===== src/rtl/effect_pkg.sv =====
`default_nettype none
// ============================================================================
// Module      : effect_pkg
// Description : Shared definitions for the effect_scan display block:
//               effect mode encodings, default rate divisors, default scan
//               divisor, blank segment code and a small max helper.
// Ports       : none (package)
// Revision    : 1.0 - initial release
// ============================================================================
package effect_pkg;

   typedef enum logic [1:0] {
      MODE_STATIC = 2'b00,
      MODE_BLINK  = 2'b01,
      MODE_REVEAL = 2'b10,
      MODE_SCROLL = 2'b11
   } mode_t;

   localparam int DEF_SCAN_DIV  = 25000;
   localparam int DEF_RATE_DIV0 = 50000000;
   localparam int DEF_RATE_DIV1 = 25000000;
   localparam int DEF_RATE_DIV2 = 12500000;
   localparam int DEF_RATE_DIV3 = 6250000;

   // Active-low segments: all ones turns every segment off.
   localparam logic [6:0] SEG_BLANK = 7'h7F;

   function automatic int max4(input int a, input int b, input int c, input int d);
      int m;
      m = a;
      if (b > m) m = b;
      if (c > m) m = c;
      if (d > m) m = d;
      return m;
   endfunction

endpackage
`default_nettype wire


===== src/rtl/tick_div.sv =====
`default_nettype none
// ============================================================================
// Module      : tick_div
// Description : Terminal-count divisor. Counts 0..div-1 while enabled and
//               asserts tick on the terminal cycle. A count already at or
//               above div-1 (after div shrinks) is treated as terminal, so
//               the tick fires at once rather than running off to overflow.
// Ports       : clk   in  1      clock
//               rst   in  1      asynchronous active-high reset
//               clr   in  1      synchronous clear, suppresses tick
//               en    in  1      count enable
//               div   in  WIDTH  divisor (>= 1)
//               tick  out 1      terminal-count strobe (combinational)
// Revision    : 1.0 - initial release
// ============================================================================
module tick_div #(
   parameter int WIDTH = 8
) (
   input  logic             clk,
   input  logic             rst,
   input  logic             clr,
   input  logic             en,
   input  logic [WIDTH-1:0] div,
   output logic             tick
);

   logic [WIDTH-1:0] r_count;
   logic             w_term;

   assign w_term = (r_count >= (div - WIDTH'(1)));
   assign tick   = en & ~clr & w_term;

   always_ff @(posedge clk or posedge rst) begin
      if (rst) begin
         r_count <= '0;
      end else if (clr) begin
         r_count <= '0;
      end else if (en) begin
         r_count <= w_term ? '0 : (r_count + WIDTH'(1));
      end
   end

endmodule
`default_nettype wire


===== src/rtl/effect_scan.sv =====
`default_nettype none
// ============================================================================
// Module      : effect_scan
// Description : Multiplexed 7-segment scanner with text effects (static,
//               blink, reveal, scroll). The text is latched into an internal
//               buffer only at frame boundaries, enable rise or mode change,
//               so a sequence never shows a half-updated string.
// Ports       : clk        in  1           system clock
//               rst        in  1           asynchronous active-high reset
//               enable     in  1           run effect; low blanks display
//               mode       in  2           00 static/01 blink/10 reveal/11 scroll
//               rate       in  2           effect step rate select
//               seg_in     in  7*N_DIGITS  active-low codes, digit d at [7d+6:7d]
//               an         out N_DIGITS    active-low one-hot digit select
//               seg        out 7           active-low segments of selected digit
//               frame_done out 1           pulse when the effect sequence wraps
// Revision    : 1.0 - initial release
// ============================================================================
module effect_scan
   import effect_pkg::*;
#(
   parameter int N_DIGITS  = 7,
   parameter int SCAN_DIV  = DEF_SCAN_DIV,
   parameter int RATE_DIV0 = DEF_RATE_DIV0,
   parameter int RATE_DIV1 = DEF_RATE_DIV1,
   parameter int RATE_DIV2 = DEF_RATE_DIV2,
   parameter int RATE_DIV3 = DEF_RATE_DIV3
) (
   input  logic                  clk,
   input  logic                  rst,
   input  logic                  enable,
   input  logic [1:0]            mode,
   input  logic [1:0]            rate,
   input  logic [7*N_DIGITS-1:0] seg_in,
   output logic [N_DIGITS-1:0]   an,
   output logic [6:0]            seg,
   output logic                  frame_done
);

   localparam int SCAN_W   = $clog2(SCAN_DIV + 1);
   localparam int RATE_MAX = max4(RATE_DIV0, RATE_DIV1, RATE_DIV2, RATE_DIV3);
   localparam int RATE_W   = $clog2(RATE_MAX + 1);
   localparam int DIG_W    = $clog2(N_DIGITS);
   // Wide enough to hold digit + step (< 4*N_DIGITS) without wrapping.
   localparam int STEP_W   = $clog2(2 * N_DIGITS) + 1;

   localparam logic [SCAN_W-1:0] C_SCAN_DIV    = SCAN_W'(SCAN_DIV);
   localparam logic [DIG_W-1:0]  C_LAST_DIGIT  = DIG_W'(N_DIGITS - 1);
   localparam logic [STEP_W-1:0] C_N           = STEP_W'(N_DIGITS);
   localparam logic [STEP_W-1:0] C_TWO_N       = STEP_W'(2 * N_DIGITS);
   localparam logic [STEP_W-1:0] C_BLINK_MAX   = STEP_W'(1);
   localparam logic [STEP_W-1:0] C_SCROLL_MAX  = STEP_W'(2 * N_DIGITS - 1);

   mode_t                 r_mode_q;
   logic                  r_en_q;
   logic [DIG_W-1:0]      r_digit;
   logic [STEP_W-1:0]     r_step;
   logic [7*N_DIGITS-1:0] r_buf;

   logic                  w_run;
   logic                  w_mode_chg;
   logic                  w_scan_tick;
   logic                  w_step_tick;
   logic                  w_digit_wrap;
   logic                  w_frame_evt;
   logic                  w_load;
   logic [RATE_W-1:0]     w_rate_div;
   logic [STEP_W-1:0]     w_step_max;
   logic [STEP_W-1:0]     w_sum;
   logic [STEP_W-1:0]     w_idx;
   logic [6:0]            w_code;

   // The first enabled cycle only latches the text; counting starts one
   // cycle later so digit 0 / step 0 are shown with the fresh buffer.
   assign w_run      = enable & r_en_q;
   assign w_mode_chg = (mode_t'(mode) != r_mode_q);

   tick_div #(
      .WIDTH (SCAN_W)
   ) u_scan_div (
      .clk  (clk),
      .rst  (rst),
      .clr  (~w_run),
      .en   (w_run),
      .div  (C_SCAN_DIV),
      .tick (w_scan_tick)
   );

   always_comb begin
      w_rate_div = RATE_W'(RATE_DIV0);
      case (rate)
         2'd0:    w_rate_div = RATE_W'(RATE_DIV0);
         2'd1:    w_rate_div = RATE_W'(RATE_DIV1);
         2'd2:    w_rate_div = RATE_W'(RATE_DIV2);
         default: w_rate_div = RATE_W'(RATE_DIV3);
      endcase
   end

   // Mode change clears the timer and also masks its tick, so a coincident
   // step never advances nor produces a frame pulse.
   tick_div #(
      .WIDTH (RATE_W)
   ) u_rate_div (
      .clk  (clk),
      .rst  (rst),
      .clr  (~w_run | w_mode_chg),
      .en   (w_run),
      .div  (w_rate_div),
      .tick (w_step_tick)
   );

   always_comb begin
      w_step_max = '0;
      case (r_mode_q)
         MODE_BLINK:  w_step_max = C_BLINK_MAX;
         MODE_REVEAL: w_step_max = C_N;
         MODE_SCROLL: w_step_max = C_SCROLL_MAX;
         default:     w_step_max = '0;
      endcase
   end

   assign w_digit_wrap = w_scan_tick & (r_digit == C_LAST_DIGIT);

   always_comb begin
      w_frame_evt = 1'b0;
      if (w_run && !w_mode_chg) begin
         if (r_mode_q == MODE_STATIC)
            w_frame_evt = w_digit_wrap;
         else
            w_frame_evt = w_step_tick & (r_step == w_step_max);
      end
   end

   assign w_load = w_frame_evt | w_mode_chg | (enable & ~r_en_q);

   // Segment code for the current digit under the current effect.
   always_comb begin
      w_code = SEG_BLANK;
      w_sum  = STEP_W'(r_digit) + r_step;
      w_idx  = w_sum % C_TWO_N;
      case (r_mode_q)
         MODE_STATIC: w_code = r_buf[7*int'(r_digit) +: 7];
         MODE_BLINK: begin
            if (r_step == '0)
               w_code = r_buf[7*int'(r_digit) +: 7];
         end
         MODE_REVEAL: begin
            if (STEP_W'(r_digit) < r_step)
               w_code = r_buf[7*int'(r_digit) +: 7];
         end
         default: begin
            // Virtual string: buffer followed by N blanks.
            if (w_idx < C_N)
               w_code = r_buf[7*int'(w_idx) +: 7];
         end
      endcase
   end

   always_ff @(posedge clk or posedge rst) begin
      if (rst) begin
         r_en_q     <= 1'b0;
         r_mode_q   <= MODE_STATIC;
         r_digit    <= '0;
         r_step     <= '0;
         r_buf      <= {N_DIGITS{SEG_BLANK}};
         an         <= '1;
         seg        <= SEG_BLANK;
         frame_done <= 1'b0;
      end else begin
         r_en_q     <= enable;
         r_mode_q   <= mode_t'(mode);
         frame_done <= w_frame_evt;

         if (w_load)
            r_buf <= seg_in;

         if (!w_run)
            r_digit <= '0;
         else if (w_scan_tick)
            r_digit <= w_digit_wrap ? '0 : (r_digit + DIG_W'(1));

         if (!w_run || w_mode_chg || (r_mode_q == MODE_STATIC))
            r_step <= '0;
         else if (w_step_tick)
            r_step <= (r_step == w_step_max) ? '0 : (r_step + STEP_W'(1));

         if (w_run) begin
            an  <= ~(N_DIGITS'(1) << r_digit);
            seg <= w_code;
         end else begin
            an  <= '1;
            seg <= SEG_BLANK;
         end
      end
   end

endmodule
`default_nettype wire


===== config.mk =====
export PLATFORM = sky130hd
export DESIGN_NAME = effect_scan
export DESIGN_NICKNAME = d
export VERILOG_FILES = /design/src/rtl/effect_pkg.sv /design/src/rtl/tick_div.sv /design/src/rtl/effect_scan.sv
export SDC_FILE = /design/constraint.sdc
export NUM_CORES = 1
export LEC_CHECK = 0
export ABC_AREA = 1
export BUFFER_PORTS_ARGS = -buffer_cell sky130_fd_sc_hd__clkbuf_2
export CAP_MARGIN = 0
export CORE_ASPECT_RATIO = 0.9
export CORE_MARGIN = 4
export CORE_UTILIZATION = 50
export CTS_CLUSTER_SIZE = 28
export DETAILED_ROUTE_END_ITERATION = 16
export MAX_ROUTING_LAYER = met4
export PLACE_DENSITY = 0.75
export SETUP_SLACK_MARGIN = 0.4
export SLEW_MARGIN = 10
export SYNTH_ARGS = -nofsm -noshare
export SYNTH_HDL_FRONTEND = slang
export SYNTH_SLANG_ARGS = --single-unit
export TNS_END_PERCENT = 50

===== constraint.sdc =====
create_clock -name clk -period 8.68 [get_ports clk]
set_clock_uncertainty 0.2 [all_clocks]
set_input_delay 1.302 -clock clk [delete_from_list [all_inputs] [get_ports clk]]
set_output_delay 1.302 -clock clk [all_outputs]
set_load 0.1 [all_outputs]

# Word level (Yosys, flattened, before mapping)
# Cells that the tools add are included.
# totals
n_memories	0
elab_cells	80
latchBits	0
ff_bits	116
input_bits	56
ram_bits	0
mem_bits_ro	0
# classes
add_sub_neg	6
magnitude_cmp	4
n_shift	3
eq_ne	9
div	1
mul	2
bitwise_logic	14
n_mux	21
reduce_logical	10
# op_table
op	count
two-way mux 26 bit	3
case mux 26 bit (3 select lines)	1
variable part select 49 x 7 -> 7 bit	1
variable part select 49 x 9 -> 7 bit	1
two-way mux 7 bit	5
two-way mux 15 bit	2
adder 26 x 1 -> 26 bit, second input constant	1
greater-or-equal comparator 26 bit	1
subtractor 26 x 1 -> 26 bit, second input constant	1
case mux 7 bit (3 select lines)	1
adder 15 x 1 -> 15 bit, second input constant	1
greater-or-equal comparator 15 bit, second input constant	1
two-way mux 5 bit	3
case mux 4 bit (3 select lines)	1
two-way mux 3 bit	3
multiplier 3 x 5 -> 8 bit, first input constant	1
AND 1 bit	7
inverter 7 bit	1
<< shifter 1 x 3 -> 7 bit, first input constant	1
equality test 2 bit, second input constant	3
multiplier 3 x 3 -> 6 bit, first input constant	1
adder 3 x 5 -> 5 bit	1
adder 5 x 1 -> 5 bit, second input constant	1
equality test 5 bit	1
other kinds (17)	27

# Depth between registers and ports, before layout
# depth
depth_word	11
mapped_depth	24
depth_no_buf	24

# Cells and area by module
# From an unflattened synthesis, not the netlist that was laid out.
# unflattened
cells_unflattened	1361
hier_area_um2	9446.6
# modules_own_cells
module	instances	area_per_inst_um2	cells_each	seq_area_each_um2
effect_scan	1	4752.1	632	1955.6
tick_div at u_rate_div	1	2997.9	466	650.6
tick_div at u_scan_div	1	1696.6	263	375.4

# Least setup slack after synthesis
# Ideal clock, no wire load.
# synth_timing
path_kind	input -> register
from	in rate[1]
to	reg r_buf[0]
path_buffers	2
stages	17
required_ps	8404
t_arrival_ps	3287
path_slack_ps	5116
cell_sequence	inv_1 -> nor2_1 -> inv_1 -> ha_1 -> ha_1 -> a21oi_1 -> nand2_1 -> a211oi_1 -> o21ai_1 -> nand3_1 -> nand2_1 -> nand3_2 -> nand3_2 -> buf_6 -> buf_6 -> nand2_1 -> nand2_1
# synth_between
elab_chain_cells	10
word_cells_on_any_way	12
cone_classes	1 x add/sub; 1 x order compare; 2 x eq/ne; 3 x mux; 4 x bitwise; 1 x reduce/logical
# synth_lines
element	line	text
start: declaration	effect_scan.sv:33	input logic [1:0] rate,
equality test 2 bit (tied with other cells)	effect_scan.sv:91	case (rate)
case mux 26 bit (3 select lines) *	effect_scan.sv:91	
subtractor 26 x 1 -> 26 bit *	tick_div.sv:30	assign w_term = (r_count >= (div - WIDTH'(1)));
greater-or-equal comparator 26 bit *	tick_div.sv:30	
AND 1 bit *	tick_div.sv:31	assign tick = en & ~clr & w_term;
AND 1 bit *	effect_scan.sv:130	w_frame_evt = w_step_tick & (r_step == w_step_max);
two-way mux 1 bit *	effect_scan.sv:127	if (r_mode_q == MODE_STATIC)
two-way mux 1 bit *	effect_scan.sv:126	if (w_run && !w_mode_chg) begin
bitwise OR 1 bit * (2 in series)	effect_scan.sv:134	assign w_load = w_frame_evt | w_mode_chg | (enable & ~r_en_q);
end signal: assignment	effect_scan.sv:165	r_buf <= {N_DIGITS{SEG_BLANK}};
end signal: assignment	effect_scan.sv:175	r_buf <= seg_in;
end: declaration	effect_scan.sv:58	logic [7*N_DIGITS-1:0] r_buf;
# Every way passes the cells marked *; elsewhere a longest branch is shown, timed or not.
# A chain may end at the register's enable or synchronous reset.

# Worst setup path in the final report
# layout_timing
from	in rate[1]
to	reg r_buf[24]
# The elaborated chain is that of the path after synthesis.

==> summary.txt <==
Place
  – Dpl hpwl: 12000 µm
  – I/O Buffers: 70
  – Routability cong.: 0.959

STA
  – Pins Over Slew Limit: 0
  – Final worst path period share: 0.532
  – Final Setup Violations: 0
  – FMAX: 217 MHz
  – Tightest Pin Transition: 1060 ps
  – Setup TNS: 0 ps
  – Hold violation total from the final report: 0
  – RSZ-0062 raised after global routing: no
  – Rel. slew slack: 0.293
  – Post-layout min period: 4620 ps

Pwr
  – Power per cell area: 175 mW/mm²
  – Worst vdd ir: 0.131 mV
  – Switching portion of total power: 0.269
  – Total power: 1.45 mW
  – Sw power: 0.390 mW
  – Pint: 1.06 mW
  – Power share of the sequential group: 0.427
  – Comb pwr share: 0.102
  – Pleak: 3.98 nW
  – Part of the power in the clock network: 0.471

Worst setup path
  – Setup slack, reg-to-reg: 4360 ps
  – Critical path, cell by cell: clkbuf_2 > inv_1 > nor2_1 > inv_1 > ha_1 > ha_1 > a21oi_1 > nand2_1 > a211oi_1 > o21ai_1 > nand3_1 > nand2_1 > nand3_2 > buf_4 > nand3_2 > nand2_1 > nand2_1
  – CP top delay family: simple AND/OR/NAND/NOR gates
  – Crit path launch type: input port
  – Buf/Inv on CP: 4
  – CP endpoint kind: register
  – Slowest Stage Delay on Critical Path: 840 ps
  – Critical setup path kind: in -> reg
  – Crit-path max FO: 51
  – Crit-path most repeated cell: nand2_1
  – Slowest CP cell: nand3_2
  – Crit path DAT: 4760 ps
  – Worst endpoint required time: 8820 ps

Die
  – Die Width: 135 µm
  – Die H: 122 µm
  – Die Area: 0.0164 mm²
  – Row cnt: 41
  – Core region area: 0.0141 mm²
  – I/O pin cnt: 71
  – Starting density of the core: 0.512

Synthesis
  – Post-synth EDFFs: 0
  – Synth area leaders: dfstp_2, dfrtp_1, nand2_1
  – Post-Syn Nets: 1033
  – Synthesized flop and latch total: 116
  – Sequential area share after synthesis: 0.413
  – Share of the synthesized area in the top cell type: 0.229
  – Syn Inst Count: 939
  – Post-synthesis async set-or-reset flop share: 1.00
  – Mapped Area: 0.00723 mm²
  – Netlist cell types: 50
  – Ys flop type: dfstp_2
  – Synth warnings: 0
  – Syn_area_per_cell: 7.70 µm²
  – Most area-hungry cell type in the Yosys netlist: dfstp_2

Routing
  – Vias per inst: 5.35
  – Antenna viol nets, final: 0
  – Drt wl/cell: 14.3 µm
  – TritonRoute pass-1 iters: 6
  – Initial DRC Count: 515
  – Remaining DRCs: 0
  – Routed WL: 17200 µm
  – Vias post-DR: 6408

Hold path
  – Worst min path class: reg -> reg

Clock network
  – Hold-fix buffers at CTS: 0
  – Reg clk slew, reported paths: 60 ps
  – Root Buffer: clkbuf_16
  – CTS-repair resized insts: 0
  – CTS buffer count: 17
  – Clk Latency, worst-skew pair: 420 ps
  – CTS max path bufs: 2
  – H-tree depth: 4
  – CTS tree: done
  – Total setup buffers inserted after CTS: 0
  – Num Clock Sinks: 116

Layout
  – FF/Latch Area: 0.00298 mm²
  – Nets: 1086
  – Area delta synth->final: 14.3%
  – Share of layout cells above drive strength 1: 0.206
  – Commonest non-fill, non-tap cells in the layout: nand2_1, inv_1, nor2_1, clkbuf_2, nand4_1
  – Area of the multi-input gates: 0.00374 mm²
  – Fillers: 1272
  – ANT cells: 0
  – Commonest non-fill, non-tap cell in the layout: nand2_1

Flow run
  – Max Cap Viol: 0

Global routing
  – Vias in the first global route: 5929
  – First-pass GRT wire length: 28600 µm
  – Initial antenna violation count: 0
  – Pin count of the biggest net entering global routing: 71
  – GRT Total Usage: 0.223
  – GR Overflow Total: 0

Status
  – Status: complete, no violations
sequential cells by signal, summed over array words and instances, names as in the netlist:
register	cells
an	7
frame_done	1
r_buf	49
r_digit	3
r_en_q	1
r_mode_q	2
r_step	5
seg	7
u_rate_div.r_count	26
u_scan_div.r_count	15
metal layers:
| layer | routed length [µm] | share of wire | GRT usage | up-vias |
|---|---|---|---|---|
| met2 | 7720 | 0.45 | 0.325 | 178 |
| li1 | - | - | - | 3228 |
| met1 | 8110 | 0.47 | 0.312 | 2971 |
| met4 | 427 | 0.025 | 0.0751 | 0 |
| met3 | 900 | 0.052 | 0.0446 | 31 |
| met5 | 0 | 0 | - | - |
per-stage QoR:
step / worst slack, ps / instance area [µm²] / instances / util / hold WS [ps]
global route: 3690 / 8260 / 1198 / 0.586 / 292
finish: 4060 / 8260 / 1198 / 0.586 / 262
floorplan: 4210 / 7230 / 939 / - / 232
global placement: 3690 / 7670 / 1166 / 0.544 / 251
detailed placement: 3630 / 7670 / 1166 / 0.544 / 257
CTS: 4060 / 8260 / 1198 / 0.586 / 265
power groups by stage:
| stage | sequential [mW] | combinational (mW) | clock [mW] |
|---|---|---|---|
| 4_1_cts | 0.617 | 0.148 | 0.696 |
| 6_report | 0.619 | 0.147 | 0.683 |
| 2_1_floorplan | 0.628 | 0.0949 | 0 |
| 3_5_place_dp | 0.625 | 0.147 | 0 |
| 3_3_place_gp | 0.624 | 0.145 | 0 |
| 5_1_grt | 0.621 | 0.168 | 0.716 |
cell usage after synthesis (3+ instances only):
cell type / instances
nand2_1: 271
inv_1: 82
nor2_1: 75
nand4_1: 64
dfstp_2: 63
nand3_1: 61
dfrtp_1: 53
o21ai_0: 51
ha_1: 37
a21oi_1: 32
clkbuf_1: 25
xor2_1: 15
nor3_1: 11
buf_2: 9
xnor2_1: 9
nand2_2: 7
nor3b_1: 7
nor2_2: 6
o211ai_1: 6
nand3_2: 5
a211oi_1: 3
buf_6: 3
inv_2: 3
nand3b_1: 3
nor3_2: 3
o21a_1: 3
o22ai_1: 3
layout make-up:
type / instances / share of cell area
Multi-Input combinational cell: 696 / 0.452
Sequential cell: 116 / 0.361
Clock buffer: 21 / 0.0609
Timing Repair Buffer: 75 / 0.0470
Inverter: 86 / 0.0394
Tap cell: 193 / 0.0292
Clock inverter: 11 / 0.0101
worst reg2reg max path: stages (launching register included):
cell and delay (ps):
dfrtp_1 770, ha_1 460, fa_1 420, xor2_1 220, inv_1 110, ha_1 270, nand4_1 180, nand2_2 110
ha_1 210, nand3_1 100, nand2_1 90, nand2_1 380, nand2_4 190, inv_1 120, nor2_2 60, nor2_4 140
nand3_1 90, nand2_1 60, nand2_1 60
worst paths after layout:
check                                 startpoint  cells past startpoint                      to
setup / recovery                         rate[1]                     17               r_buf[24]
hold / removal             u_rate_div.r_count[0]                      1   u_rate_div.r_count[0]
setup reg to reg                      r_digit[0]                     18                  seg[5]
hold reg to reg            u_rate_div.r_count[0]                      1   u_rate_div.r_count[0]
max in group asynchronous                    rst                      3              frame_done
min in group asynchronous                    rst                      2  u_rate_div.r_count[24]
cell families after synthesis:
group / after synthesis / synth area share
AND/OR/NAND/NOR: 526 / 0.337
buffers and inverters: 127 / 0.0718
flip-flops: 116 / 0.413
AO/OA/AOI/OAI: 106 / 0.0805
adder cells (fa/ha/maj): 38 / 0.0668
XOR/XNOR: 24 / 0.0291
other: 1 / 0.000519
multiplexers: 1 / 0.00139
No activity file was read; power rests on OpenSTA's default activity.
